--- config.mk ---
export PLATFORM = sky130hd
export DESIGN_NAME = multicycle_ctrl
export DESIGN_NICKNAME = d
export VERILOG_FILES = /design/src/rtl/riscv_pkg.sv /design/src/rtl/multicycle_ctrl.sv
export SDC_FILE = /design/constraint.sdc
export NUM_CORES = 1
export LEC_CHECK = 0
export ABC_AREA = 1
export BUFFER_PORTS_ARGS = -buffer_cell sky130_fd_sc_hd__buf_4
export CELL_PAD_IN_SITES_DETAIL_PLACEMENT = 0
export CELL_PAD_IN_SITES_GLOBAL_PLACEMENT = 1
export CORE_MARGIN = 2
export CORE_UTILIZATION = 24
export DETAILED_ROUTE_END_ITERATION = 10
export PLACE_DENSITY = 0.83
export SETUP_SLACK_MARGIN = 0.5
export SYNTH_ARGS = -nofsm -noshare
export SYNTH_HDL_FRONTEND = slang
export SYNTH_SLANG_ARGS = --single-unit
export TNS_END_PERCENT = 1
--- constraint.sdc ---
create_clock -name clk_i -period 1.5 [get_ports clk_i]
set_input_delay 0.225 -clock clk_i [delete_from_list [all_inputs] [get_ports clk_i]]
set_output_delay 0.225 -clock clk_i [all_outputs]
set_load 0.02 [all_outputs]
--- src/rtl/riscv_pkg.sv ---
// Shared encodings for the multicycle RV32I datapath: opcodes, controller
// states, ALU function codes and datapath mux select values.
package riscv_pkg;

    localparam int unsigned OPCODE_W = 7;
    localparam int unsigned ALU_OP_W = 4;
    localparam int unsigned SEL_W    = 2;

    localparam logic [OPCODE_W-1:0] OP_LOAD   = 7'b0000011;
    localparam logic [OPCODE_W-1:0] OP_STORE  = 7'b0100011;
    localparam logic [OPCODE_W-1:0] OP_REG    = 7'b0110011;
    localparam logic [OPCODE_W-1:0] OP_IMM    = 7'b0010011;
    localparam logic [OPCODE_W-1:0] OP_BRANCH = 7'b1100011;
    localparam logic [OPCODE_W-1:0] OP_JAL    = 7'b1101111;
    localparam logic [OPCODE_W-1:0] OP_JALR   = 7'b1100111;

    typedef enum logic [3:0] {
        S_FETCH,
        S_DECODE,
        S_MEM_ADR,
        S_MEM_RD,
        S_MEM_WR,
        S_MEM_WB,
        S_EXEC_R,
        S_EXEC_I,
        S_ALU_WB,
        S_BRANCH,
        S_JUMP,
        S_JALR_ADR,
        S_ILLEGAL
    } mc_state_t;

    localparam logic [ALU_OP_W-1:0] ALU_ADD = 4'b0000;
    localparam logic [ALU_OP_W-1:0] ALU_SUB = 4'b1000;

    localparam logic [SEL_W-1:0] SRC_A_PC    = 2'd0;
    localparam logic [SEL_W-1:0] SRC_A_OLDPC = 2'd1;
    localparam logic [SEL_W-1:0] SRC_A_RS1   = 2'd2;

    localparam logic [SEL_W-1:0] SRC_B_RS2   = 2'd0;
    localparam logic [SEL_W-1:0] SRC_B_IMM   = 2'd1;
    localparam logic [SEL_W-1:0] SRC_B_FOUR  = 2'd2;

    localparam logic [SEL_W-1:0] RES_ALUOUT  = 2'd0;
    localparam logic [SEL_W-1:0] RES_MEM     = 2'd1;
    localparam logic [SEL_W-1:0] RES_ALU     = 2'd2;

    // First state after DECODE for a given opcode.
    function automatic mc_state_t decode_target(input logic [OPCODE_W-1:0] opcode);
        case (opcode)
            OP_LOAD, OP_STORE: return S_MEM_ADR;
            OP_REG:            return S_EXEC_R;
            OP_IMM:            return S_EXEC_I;
            OP_BRANCH:         return S_BRANCH;
            OP_JAL:            return S_JUMP;
            OP_JALR:           return S_JALR_ADR;
            default:           return S_ILLEGAL;
        endcase
    endfunction

endpackage

--- src/rtl/multicycle_ctrl.sv ---
// Moore sequencing controller for the multicycle RV32I datapath: steps each
// instruction through fetch/decode/execute/memory/writeback states.
module multicycle_ctrl
    import riscv_pkg::*;
(
    input  logic                clk_i,
    input  logic                reset_i,
    input  logic [OPCODE_W-1:0] opcode_i,
    input  logic [2:0]          funct3_i,
    input  logic [6:0]          funct7_i,
    input  logic                branch_taken_i,
    input  logic                mem_ready_i,
    output logic                mem_req_o,
    output logic                mem_we_o,
    output logic                adr_src_o,
    output logic                ir_write_o,
    output logic                pc_write_o,
    output logic                reg_write_o,
    output logic [SEL_W-1:0]    alu_src_a_o,
    output logic [SEL_W-1:0]    alu_src_b_o,
    output logic [ALU_OP_W-1:0] alu_op_o,
    output logic [SEL_W-1:0]    result_src_o,
    output logic                instr_retired_o,
    output logic                illegal_o
);

    mc_state_t state_q, state_d;

    // Only funct7[5] selects SUB/SRA; the remaining bits are immediate/reserved.
    logic funct7_unused;
    assign funct7_unused = ^{funct7_i[6], funct7_i[4:0]};

    always_ff @(posedge clk_i) begin
        if (reset_i) begin
            state_q <= S_FETCH;
        end else begin
            state_q <= state_d;
        end
    end

    always_comb begin
        state_d         = state_q;
        mem_req_o       = 1'b0;
        mem_we_o        = 1'b0;
        adr_src_o       = 1'b0;
        ir_write_o      = 1'b0;
        pc_write_o      = 1'b0;
        reg_write_o     = 1'b0;
        alu_src_a_o     = SRC_A_PC;
        alu_src_b_o     = SRC_B_RS2;
        alu_op_o        = ALU_ADD;
        result_src_o    = RES_ALUOUT;
        instr_retired_o = 1'b0;
        illegal_o       = 1'b0;

        case (state_q)
            S_FETCH: begin
                mem_req_o    = 1'b1;
                alu_src_a_o  = SRC_A_PC;
                alu_src_b_o  = SRC_B_FOUR;
                result_src_o = RES_ALU;
                ir_write_o   = mem_ready_i;
                pc_write_o   = mem_ready_i;
                if (mem_ready_i) state_d = S_DECODE;
            end
            // ALUOut captures oldPC+imm as the branch/JAL target.
            S_DECODE: begin
                alu_src_a_o = SRC_A_OLDPC;
                alu_src_b_o = SRC_B_IMM;
                state_d     = decode_target(opcode_i);
            end
            S_MEM_ADR: begin
                alu_src_a_o = SRC_A_RS1;
                alu_src_b_o = SRC_B_IMM;
                state_d     = (opcode_i == OP_STORE) ? S_MEM_WR : S_MEM_RD;
            end
            S_MEM_RD: begin
                mem_req_o = 1'b1;
                adr_src_o = 1'b1;
                if (mem_ready_i) state_d = S_MEM_WB;
            end
            S_MEM_WR: begin
                mem_req_o       = 1'b1;
                mem_we_o        = 1'b1;
                adr_src_o       = 1'b1;
                instr_retired_o = mem_ready_i;
                if (mem_ready_i) state_d = S_FETCH;
            end
            S_MEM_WB: begin
                reg_write_o     = 1'b1;
                result_src_o    = RES_MEM;
                instr_retired_o = 1'b1;
                state_d         = S_FETCH;
            end
            S_EXEC_R: begin
                alu_src_a_o = SRC_A_RS1;
                alu_src_b_o = SRC_B_RS2;
                alu_op_o    = {funct7_i[5], funct3_i};
                state_d     = S_ALU_WB;
            end
            // funct7[5] is an immediate bit except for SRAI, so ADDI never becomes SUB.
            S_EXEC_I: begin
                alu_src_a_o = SRC_A_RS1;
                alu_src_b_o = SRC_B_IMM;
                alu_op_o    = (funct3_i == 3'b101) ? {funct7_i[5], funct3_i}
                                                   : {1'b0, funct3_i};
                state_d     = S_ALU_WB;
            end
            S_BRANCH: begin
                alu_src_a_o     = SRC_A_RS1;
                alu_src_b_o     = SRC_B_RS2;
                alu_op_o        = ALU_SUB;
                result_src_o    = RES_ALUOUT;
                pc_write_o      = branch_taken_i;
                instr_retired_o = 1'b1;
                state_d         = S_FETCH;
            end
            S_JALR_ADR: begin
                alu_src_a_o = SRC_A_RS1;
                alu_src_b_o = SRC_B_IMM;
                state_d     = S_JUMP;
            end
            // PC takes the target from ALUOut while the ALU forms the link oldPC+4.
            S_JUMP: begin
                pc_write_o   = 1'b1;
                result_src_o = RES_ALUOUT;
                alu_src_a_o  = SRC_A_OLDPC;
                alu_src_b_o  = SRC_B_FOUR;
                state_d      = S_ALU_WB;
            end
            S_ALU_WB: begin
                reg_write_o     = 1'b1;
                result_src_o    = RES_ALUOUT;
                instr_retired_o = 1'b1;
                state_d         = S_FETCH;
            end
            S_ILLEGAL: begin
                illegal_o = 1'b1;
            end
            default: begin
                state_d = S_FETCH;
            end
        endcase
    end

endmodule

# Yosys cells after proc, flatten, opt, wreduce, memory -nomap -nowiden
# Index checks and enable logic that the tools add are counted.
[op_classes] eq_ne=23 muxes=19 n_bitwise=1 n_reduce_logical=12
[ops] operator="$pmux W4 S8" n=1
[ops] operator="$pmux W4 S6" n=1
[ops] operator="$eq A7 B7 Y1 const B" n=3
[ops] operator="$eq A4 B4 Y1 const B" n=5
[ops] operator="$eq A4 B3 Y1 const B" n=4
[ops] operator="$mux W4" n=4
[ops] operator="$eq A7 B6 Y1 const B" n=2
[ops] operator="$pmux W2 S2" n=3
[ops] operator="$pmux W4 S3" n=1
[ops] operator="$reduce_or A2 Y1" n=5
[ops] operator="$reduce_or A3 Y1" n=3
[ops] operator="$eq A4 B2 Y1 const B" n=2
[ops] operator="$eq A7 B2 Y1 const B" n=1
[ops] operator="$eq A7 B5 Y1 const B" n=1
[ops] operator="$mux W1" n=6
[ops] operator="$ne A2 B2 Y1 const B" n=3
[ops] operator="$reduce_or A5 Y1" n=1
[ops] operator="$eq A4 B1 Y1 const B" n=1
[ops] operator="$logic_not A4 Y1" n=1
[ops] operator="$reduce_and A4 Y1" n=1
[ops] operator="$reduce_or A4 Y1" n=1
[ops] operator="$eq A3 B3 Y1 const B" n=1
[ops] operator="$mux W3" n=1
[ops] operator="$pmux W1 S3" n=1
[ops] operator="2 further kinds" n=2
[word_totals] reg_bits=4 inputBits=21 out_inout_bits=18 word_cells=56

# Logic depth before layout (Yosys ltp)
# Gate-level depths: netlist of run 1.
[depth] ltp_word=4 depth_mapped=10 depth_no_buf=10

# Worst setup path before layout of run 1
# OpenSTA, ideal clock, no wires.
[synth_path] path_type="reg-to-output" startpoint="register state_q[0]" endpoint="output port instr_retired_o" arrival_time_ns=1.423 required_ns=1.275 slack_ns=-0.148 stages_incl_launch_ff=7 n_path_buf=0 path_cell_list="dfxtp_1 -> inv_1 -> nor2_1 -> inv_1 -> nor3_1 -> a21oi_1 -> o211ai_1"
[synth_via] elab_chain_cells=3 word_cells_on_any_way=6 cone_classes="eq/ne (4); mux (1); reduce/logical (1)"
[synth_lines] element="start: declaration" line="multicycle_ctrl.sv:27" rtl="mc_state_t state_q, state_d;"
[synth_lines] element="start signal: assignment" line="multicycle_ctrl.sv:37" rtl="state_q <= state_d;"
[synth_lines] element="$eq A4 B4 Y1 or $eq A4 B3 Y1 (tied branches)" line="multicycle_ctrl.sv:56" rtl="case (state_q)"
[synth_lines] element="$reduce_or A3 Y1 (no line)"
[synth_lines] element="$pmux W1 S2 (*)" line="multicycle_ctrl.sv:56"
[synth_lines] element="end: declaration" line="multicycle_ctrl.sv:23" rtl="output logic instr_retired_o,"
# Mark *: on every way between the ends. The rest lies on a longest branch, timed or not.

# Final worst setup path of run 1
[layout_path] startpoint="register state_q[3]" endpoint="output port instr_retired_o"
# The elaborated chain is that of the path after synthesis.

==> impl_metrics.ini, run 1 <==
[status]
status = complete, but fails checks
violations = negative setup slack

[logic_synthesis]
ys_warn_count = 0
synth-edff-count = 0
syn_inst = 108
ys_types = 22
synth_ff_type = dfxtp_1
synthesis.nets = 129
netlist_area_sq_um = 559
async_flop_share_pct = 0
ys_seq_area_share_pct = 14.3
synth-seq-cells = 4
avgSynthCellArea_sq_um = 5.18

[worst_setup_path]
path_class = reg2out
critPathSlowestCell = dfxtp_4
slowest_delay_ps = 390
cp-start-kind = flop
critPathCaptureType = primary output
crit_required_ps = 1270
crit_arrival_ps = 1300
cp_cell_sequence = inv_2 -> nor2_4 -> inv_2 -> nor2_4 -> inv_2 -> o211ai_1 -> buf_4
cp_common_cell = inv_2
path_max_fanout = 5

[cts]
cts.path.max_buffers = 2
hold_buffers = 0
cts_buffers = 3
htree_levels = 1
clock-sinks = 4
cts_root_buffer = clkbuf_4
cts_tree = built
path_clk_slew_ps = 40
clkLatencyLatePin_ps = 230

[timing]
finalClockSkew_ps = 3.94
report.final.hold_viol_count = 0
fin_ws_ps = -28.0
finalSetupViolCount = 2
rsz0062_at_grt = yes
fmax_mhz = 654
fin_crit_ps = 1530
maxSlewViolCount = 0
worst_pin_slew_ps = 206
max_slew_margin_pct = 86.1
finalCritPeriodShare_pct = 102

[final_layout]
area_growth_syn_to_layout_pct = 80.5
mostFrequentLayoutCell = nand2_1
layout-drive-gt1-share_pct = 48.6
fin_nets = 171
stdcell_count = 176
insertedDiodeCount = 0
largest_register_ff_count = 4
fillers = 248
reg_top3 = state_q x4
top_register = state_q
fin_util_pct = 45.6
layout_common_cells = nand2_1, buf_4, inv_1, nor2_1, buf_6

[detailed_routing]
firstDrtPassIters = 4
dr.first_iter.drc_count = 11
wl_per_cell_um = 9.23
drc_errors = 0
routed_wl_um = 1630
vias = 787
via_per_inst = 4.47
postRouteAntennaNets = 0

[floorplanning]
core_sq_um = 2210
die_area_sq_um = 2730
die_y_um = 52.3
fp-row-count = 17
fp.dieW_um = 52.3
initial_core_util_pct = 25.3
ios = 39

[grt]
antenna_found_initial = 0
grt_max_degree = 7
grt_pass1_wl_um = 2750
grt_usage_pct = 12.8
grt_pass1_vias = 727
overflow = 0

[power]
cellPowerDensity_nw_per_um2 = 1040
p_leak_nw = 0.574
max-vdd-ir-drop_v = 0.000521
p_total_mw = 1.05

[place]
dpl.cell_count = 169
dpl.hpwl_um = 1390
port_buffers = 32
place_congestion = 0.780

[run]
max_cap_viol_count = 0

[worst_hold_path]
hold_class = in2reg
per-stage QoR:
stage	hold slack, ps	setup TNS [ps]	worst slack [ps]	area (sq um)
global route	156	-550	-122	1010
global placement	404	0	107	876
floorplan	287	0	158	593
finish	156	-35.2	-28.0	1010
detailed placement	404	0	62.3	876
CTS	153	-117	-50.4	981
per-layer routing:
layer | vias up | share of wire (%) | GRT usage [%]
met5 | - | 0 | 0
met4 | 0 | 0 | 2.56
met3 | 0 | 8.3 | 1.14
met2 | 31 | 53 | 25.9
met1 | 344 | 39 | 14.1
li1 | 412 | - | -
final timing paths:
kind                                start                       to  slack (ps)  cells past startpoint
setup / recovery  state_q[3]$_SDFFE_PP0P_          instr_retired_o         -30                      7
hold / removal                    reset_i  state_q[2]$_SDFFE_PP0P_         160                      2
setup reg to reg  state_q[2]$_SDFFE_PP0P_  state_q[2]$_SDFFE_PP0P_         150                      8
hold reg to reg   state_q[2]$_SDFFE_PP0P_  state_q[2]$_SDFFE_PP0P_         650                      3
area by class of cell:
cell class / count / area, sq um / area share (%)
clock buffers: 3 / 22.5 / 2.23
inverters: 27 / 105 / 10.4
multi-input cells: 77 / 440 / 43.6
flip-flops and latches: 4 / 95.1 / 9.42
well taps: 28 / 35.0 / 3.47
repair buffers: 37 / 312 / 30.9
Yosys cell counts, types with 2 or more instances:
cell      number  area share, %
nor2_1        14            9.4
nor2_2         3            3.4
inv_1         25             17
o211ai_1       2            2.7
nand3_1        8            7.2
a21oi_2        2            3.1
o21ai_0        2            1.8
dfxtp_1        4             14
a21oi_1        3            2.7
nand2_2        3            3.4
nand2_1       30             20
nand3b_1       2            2.7
logic make-up after synthesis:
| family | after synthesis | synth area share [%] |
|---|---|---|
| AO/OA/AOI/OAI | 13 | 15.4 |
| AND/OR/NAND/NOR | 64 | 51.9 |
| flip-flops | 4 | 14.3 |
| buffers and inverters | 27 | 18.3 |
repair_timing:
action,4_1_cts,5_1_grt
setup endpoints to repair,22,22
resized for setup,20,9
pin swaps,9,5
setup buffers,4,0
cloned,0,0
power by group:
group / internal (mW) / switching, mW / total (mW)
logic: 0.326 / 0.425 / 0.751
registers: 0.132 / 0.0367 / 0.169
clock network: 0.0893 / 0.0403 / 0.130
total: 0.547 / 0.502 / 1.05
critical path: cells and delay by family, from the launching register on:
kind / cells / cell delay (ps)
buffers and inverters: 4 / 340
AO/OA/AOI/OAI: 1 / 90
flip-flops: 1 / 390
AND/OR/NAND/NOR: 2 / 250
(Power assumes the default switching activity.)
==> run 2: changes to the inputs <==
ABC_AREA = unset   (was 1)
CORE_UTILIZATION = 27   (was 24)
PLACE_DENSITY = 0.82   (was 0.83)
==> impl_metrics.ini, run 2 <==
[cts]
cts_buffers = 3
cts.path.max_buffers = 2
clkLatencyLatePin_ps = 230
htree_levels = 1
path_clk_slew_ps = 40
cts_root_buffer = clkbuf_4
cts_tree = built
hold_buffers = 0
clock-sinks = 4

[worst_setup_path]
r2r_start = state_q[0]$_SDFFE_PP0P_
crit_required_ps = 1270
rr_worst_depth = 5
path_class = reg2out
reg2reg_to = state_q[2]$_SDFFE_PP0P_
critPathCaptureType = primary output
crit_start = state_q[0]$_SDFFE_PP0P_
path_max_fanout = 10
cp-start-kind = flop
crit_arrival_ps = 1300
r2r_setup_slack_ps = 280

[timing]
finalSetupViolCount = 1
rsz0062_at_grt = yes
fin_crit_ps = 1520
max_slew_margin_pct = 83.0
hold_ws_ps = 205
maxSlewViolCount = 0
finalCritPeriodShare_pct = 101
finalClockSkew_ps = 0.863
fin_ws_ps = -22.0
worst_pin_slew_ps = 253
report.final.hold_viol_count = 0
fmax_mhz = 657

[detailed_routing]
wl_per_cell_um = 11.8
via_per_inst = 5.03
vias = 765
drc_errors = 0
dr.first_iter.drc_count = 9
firstDrtPassIters = 3
routed_wl_um = 1790
postRouteAntennaNets = 0

[logic_synthesis]
netlist_area_sq_um = 623
synth-seq-cells = 4
async_flop_share_pct = 0
avgSynthCellArea_sq_um = 7.16
synth-edff-count = 0
ys_warn_count = 0
synthesis.nets = 108
ys_types = 38
ys_seq_area_share_pct = 12.9
synth_top_area_share_pct = 12.9
ys_top_cells_by_count = nor2_1, nand2_1, nand2b_1
yosys-top-cells-area = dfxtp_1, nand2b_1, nor2_1
synth_ff_type = dfxtp_1
syn_inst = 87
yosysTopAreaCell = dfxtp_1
synth_most_common_cell = nor2_1

[power]
p_leak_nw = 0.476
cellPowerDensity_nw_per_um2 = 820
p_total_uw = 847
max-vdd-ir-drop_v = 0.000455

[floorplanning]
core_sq_um = 2190
fp.dieW_um = 52.0
die_area_sq_um = 2710
die_y_um = 52.0
fp-row-count = 17
ios = 39
initial_core_util_pct = 28.4

[final_layout]
fin_nets = 147
largest_register_ff_count = 4
layout-drive-gt1-share_pct = 54.8
insertedDiodeCount = 0
reg_top3 = state_q x4
top_register = state_q
final_area_sq_um = 1030
area_growth_syn_to_layout_pct = 65.7
layout_common_cells = buf_4, nor2_1, nand2_1, nand2b_1, buf_6
mostFrequentLayoutCell = buf_4
stdcell_count = 152

[grt]
grt_usage_pct = 13.7
overflow = 0
grt_max_degree = 13
grt_pass1_wl_um = 2730
antenna_found_initial = 0
grt_pass1_vias = 634

[status]
violations = negative setup slack
status = complete, but fails checks

[worst_hold_path]
worstHoldPathCells = 2
hold_class = in2reg
holdCritStartpoint = reset_i
worstHoldEndpoint = state_q[3]$_SDFFE_PP0P_

[place]
place_congestion = 0.753
dpl.cell_count = 147
place_area_sq_um = 906
port_buffers = 32
dpl.hpwl_um = 1360

[run]
max_cap_viol_count = 0
## run 2: critical path, stage by stage, from the launching register on
cell	delay, ps
dfxtp_4	400
or2b_4	310
nor2_1	90
a21oi_1	40
nor2_1	90
buf_4	140
## run 2: area by class of cell
cell class                 count  area, sq um
multi-input combinational     76          554
sequential                     4         90.1
clock buffer                   3         22.5
fill                         222         1160
tap                           28         35.0
timing repair buffer          41          330
## run 2: what timing repair did
item,CTS,global route
setup buffers,2,0
resized for setup,13,12
endpoints found under the setup margin,22,22
pin swaps,3,6
## run 2: worst max path at each step
stage / slack (ps) / to
after floorplan: 70 / ir_write_o
after global placement: 70 / adr_src_o
after detailed placement: 60 / adr_src_o
after CTS: -20 / alu_src_a_o[0]
after global routing: -110 / alu_src_a_o[0]
final: -20 / alu_src_a_o[0]
## run 2: where the power goes
part / internal (mW) / total [mW] / switching, mW
sequential: 0.122 / 0.145 / 0.0236
clock: 0.0892 / 0.128 / 0.0392
combinational: 0.282 / 0.573 / 0.290
total: 0.494 / 0.847 / 0.353
## run 2: metrics by stage
stage	utilization (%)	setup slack, ps	setup TNS, ps
2_1_floorplan	-	71.3	0
3_3_place_gp	41.3	71.0	0
3_5_place_dp	41.3	58.7	0
4_1_cts	44.9	-21.9	-39.3
5_1_grt	47.1	-107	-458
6_report	47.1	-22.0	-22.0
## run 2: cells by family after synthesis
family                    after synthesis  share of synthesized area [%]
muxes                                   1                           2.41
buffers and inverters                   7                           8.43
AOI/OAI and AO/OA                      20                           21.3
xor gates and xnor gates                1                           1.41
and+or+nand+nor                        54                           53.6
DFF                                     4                           12.9
## run 2: per-layer routing
metal | vias to the layer above | global-route usage (%) | wire [um]
li1 | 391 | - | -
met1 | 354 | 16.8 | 778
met2 | 20 | 22.6 | 908
met3 | 0 | 4.31 | 107
met4 | 0 | 3.95 | 0
met5 | - | 0 | 0
==> run 3: changes to the inputs <==
CELL_PAD_IN_SITES_DETAIL_PLACEMENT = 1   (was 0)
==> impl_metrics.ini, run 3 (same netlist as run 2, synthesis figures left out) <==
[detailed_routing]
drc_errors = 0
dr.first_iter.drc_count = 3
wl_per_cell_um = 14.2
routed_wl_um = 2190
firstDrtPassIters = 4
postRouteAntennaNets = 0
vias = 793
via_per_inst = 5.12

[power]
seqPwrFrac_pct = 15.8
pwr-share-comb_pct = 69.2
max-vdd-ir-drop_v = 0.000425
swShare_pct = 42.1
p_total_uw = 909
cellPowerDensity_nw_per_um2 = 829
p_leak_nw = 0.505
internal_power_uw = 527
power.share.clock_pct = 15.0
p_sw_uw = 383

[worst_setup_path]
critPathCaptureType = primary output
rr_worst_depth = 5
slowest_delay_ps = 370
worst-path-stages = 4
path_class = reg2out
path_max_fanout = 8
crit_required_ps = 1270
crit_arrival_ps = 1290
critPathSlowestCell = dfxtp_4
crit_family = simple AND/OR/NAND/NOR gates
cp_cell_sequence = or2_4 -> nor3_4 -> and2_4 -> buf_6
cp-start-kind = flop
crit_buf_inv = 1

[floorplanning]
fp.dieW_um = 52.0
die_area_sq_um = 2710
initial_core_util_pct = 28.4
die_y_um = 52.0
core_sq_um = 2190
ios = 39
fp-row-count = 17

[grt]
overflow = 0
antenna_found_initial = 0
grt_pass1_wl_um = 3620
grt_pass1_vias = 806
grt_usage_pct = 18.0
grt_max_degree = 13

[cts]
hold_buffers = 0
cts_tree = built
path_clk_slew_ps = 40
htree_levels = 1
cts.path.max_buffers = 2
clock-sinks = 4
cts_root_buffer = clkbuf_4
clkLatencyLatePin_ps = 240
cts_buffers = 3

[place]
port_buffers = 32
dpl.cell_count = 147
place_congestion = 0.753
pre_cts_slack_ps = 14.1
dpl.hpwl_um = 1660

[final_layout]
fin_nets = 150
layout_common_cells = buf_4, buf_6, nor2_1, nand2_1, nand2b_1
top_register = state_q
fillers = 277
area_growth_syn_to_layout_pct = 76.1
reg_top3 = state_q x4
mostFrequentLayoutCell = buf_4
largest_register_ff_count = 4
insertedDiodeCount = 0
stdcell_count = 155
layout-drive-gt1-share_pct = 62.2

[status]
violations = negative setup slack
status = complete, but fails checks

[run]
max_cap_viol_count = 0

[timing]
fmax_mhz = 660
rsz0062_at_grt = yes
report.final.hold_viol_count = 0
finalClockSkew_ps = 1.50
finalSetupViolCount = 2
fin_ws_ps = -14.6
maxSlewViolCount = 0
fin_crit_ps = 1510
max_slew_margin_pct = 79.9
finalCritPeriodShare_pct = 101
worst_pin_slew_ps = 297

[worst_hold_path]
hold_class = in2reg
worstHoldPathCells = 2
[run 3: layer usage]
layer	wire, um	vias up	track usage (%)
li1	-	393	-
met1	867	377	20.0
met2	1200	23	34.2
met3	121	0	5.17
met4	0	0	2.63
met5	0	-	0
[run 3: final cells by class]
class,instances,area [sq um],area share (%)
flip-flops and latches,4,90.1,8.21
repair buffers,44,364,33.2
well taps,28,35.0,3.19
multi-input cells,76,586,53.4
clock buffers,3,22.5,2.05
[run 3: through the flow]
step                instance area (sq um)  setup TNS (ps)  util (%)  hold WS, ps
detailed placement                    906               0      41.3          440
floorplan                             631               0         -          297
CTS                                  1020           -60.6      46.5          182
global placement                      906               0      41.3          432
finish                               1100           -17.2      50.1          182
global route                         1100            -381      50.1          185
[run 3: power groups by stage]
stage | sequential [mW] | combinational, mW | clock (mW)
after floorplan | 0.128 | 0.348 | 0
after global placement | 0.138 | 0.521 | 0
after detailed placement | 0.139 | 0.535 | 0
after CTS | 0.139 | 0.596 | 0.143
after global routing | 0.146 | 0.678 | 0.147
final | 0.143 | 0.629 | 0.137
[run 3: timing repair]
item / 4_1_cts / 5_1_grt
pin swaps: 5 / 5
hold endpoints to repair: 0 / 0
endpoints found under the setup margin: 22 / 22
setup buffers: 5 / 0
resized for setup: 19 / 20
[run 3: path summary, 6_finish.rpt]
kind	start	end	slack [ps]
max reg2reg	state_q[0]$_SDFFE_PP0P_	state_q[1]$_SDFFE_PP0P_	210
min	reset_i	state_q[3]$_SDFFE_PP0P_	180
min reg2reg	state_q[1]$_SDFFE_PP0P_	state_q[0]$_SDFFE_PP0P_	630
max	state_q[1]$_SDFFE_PP0P_	ir_write_o	-10
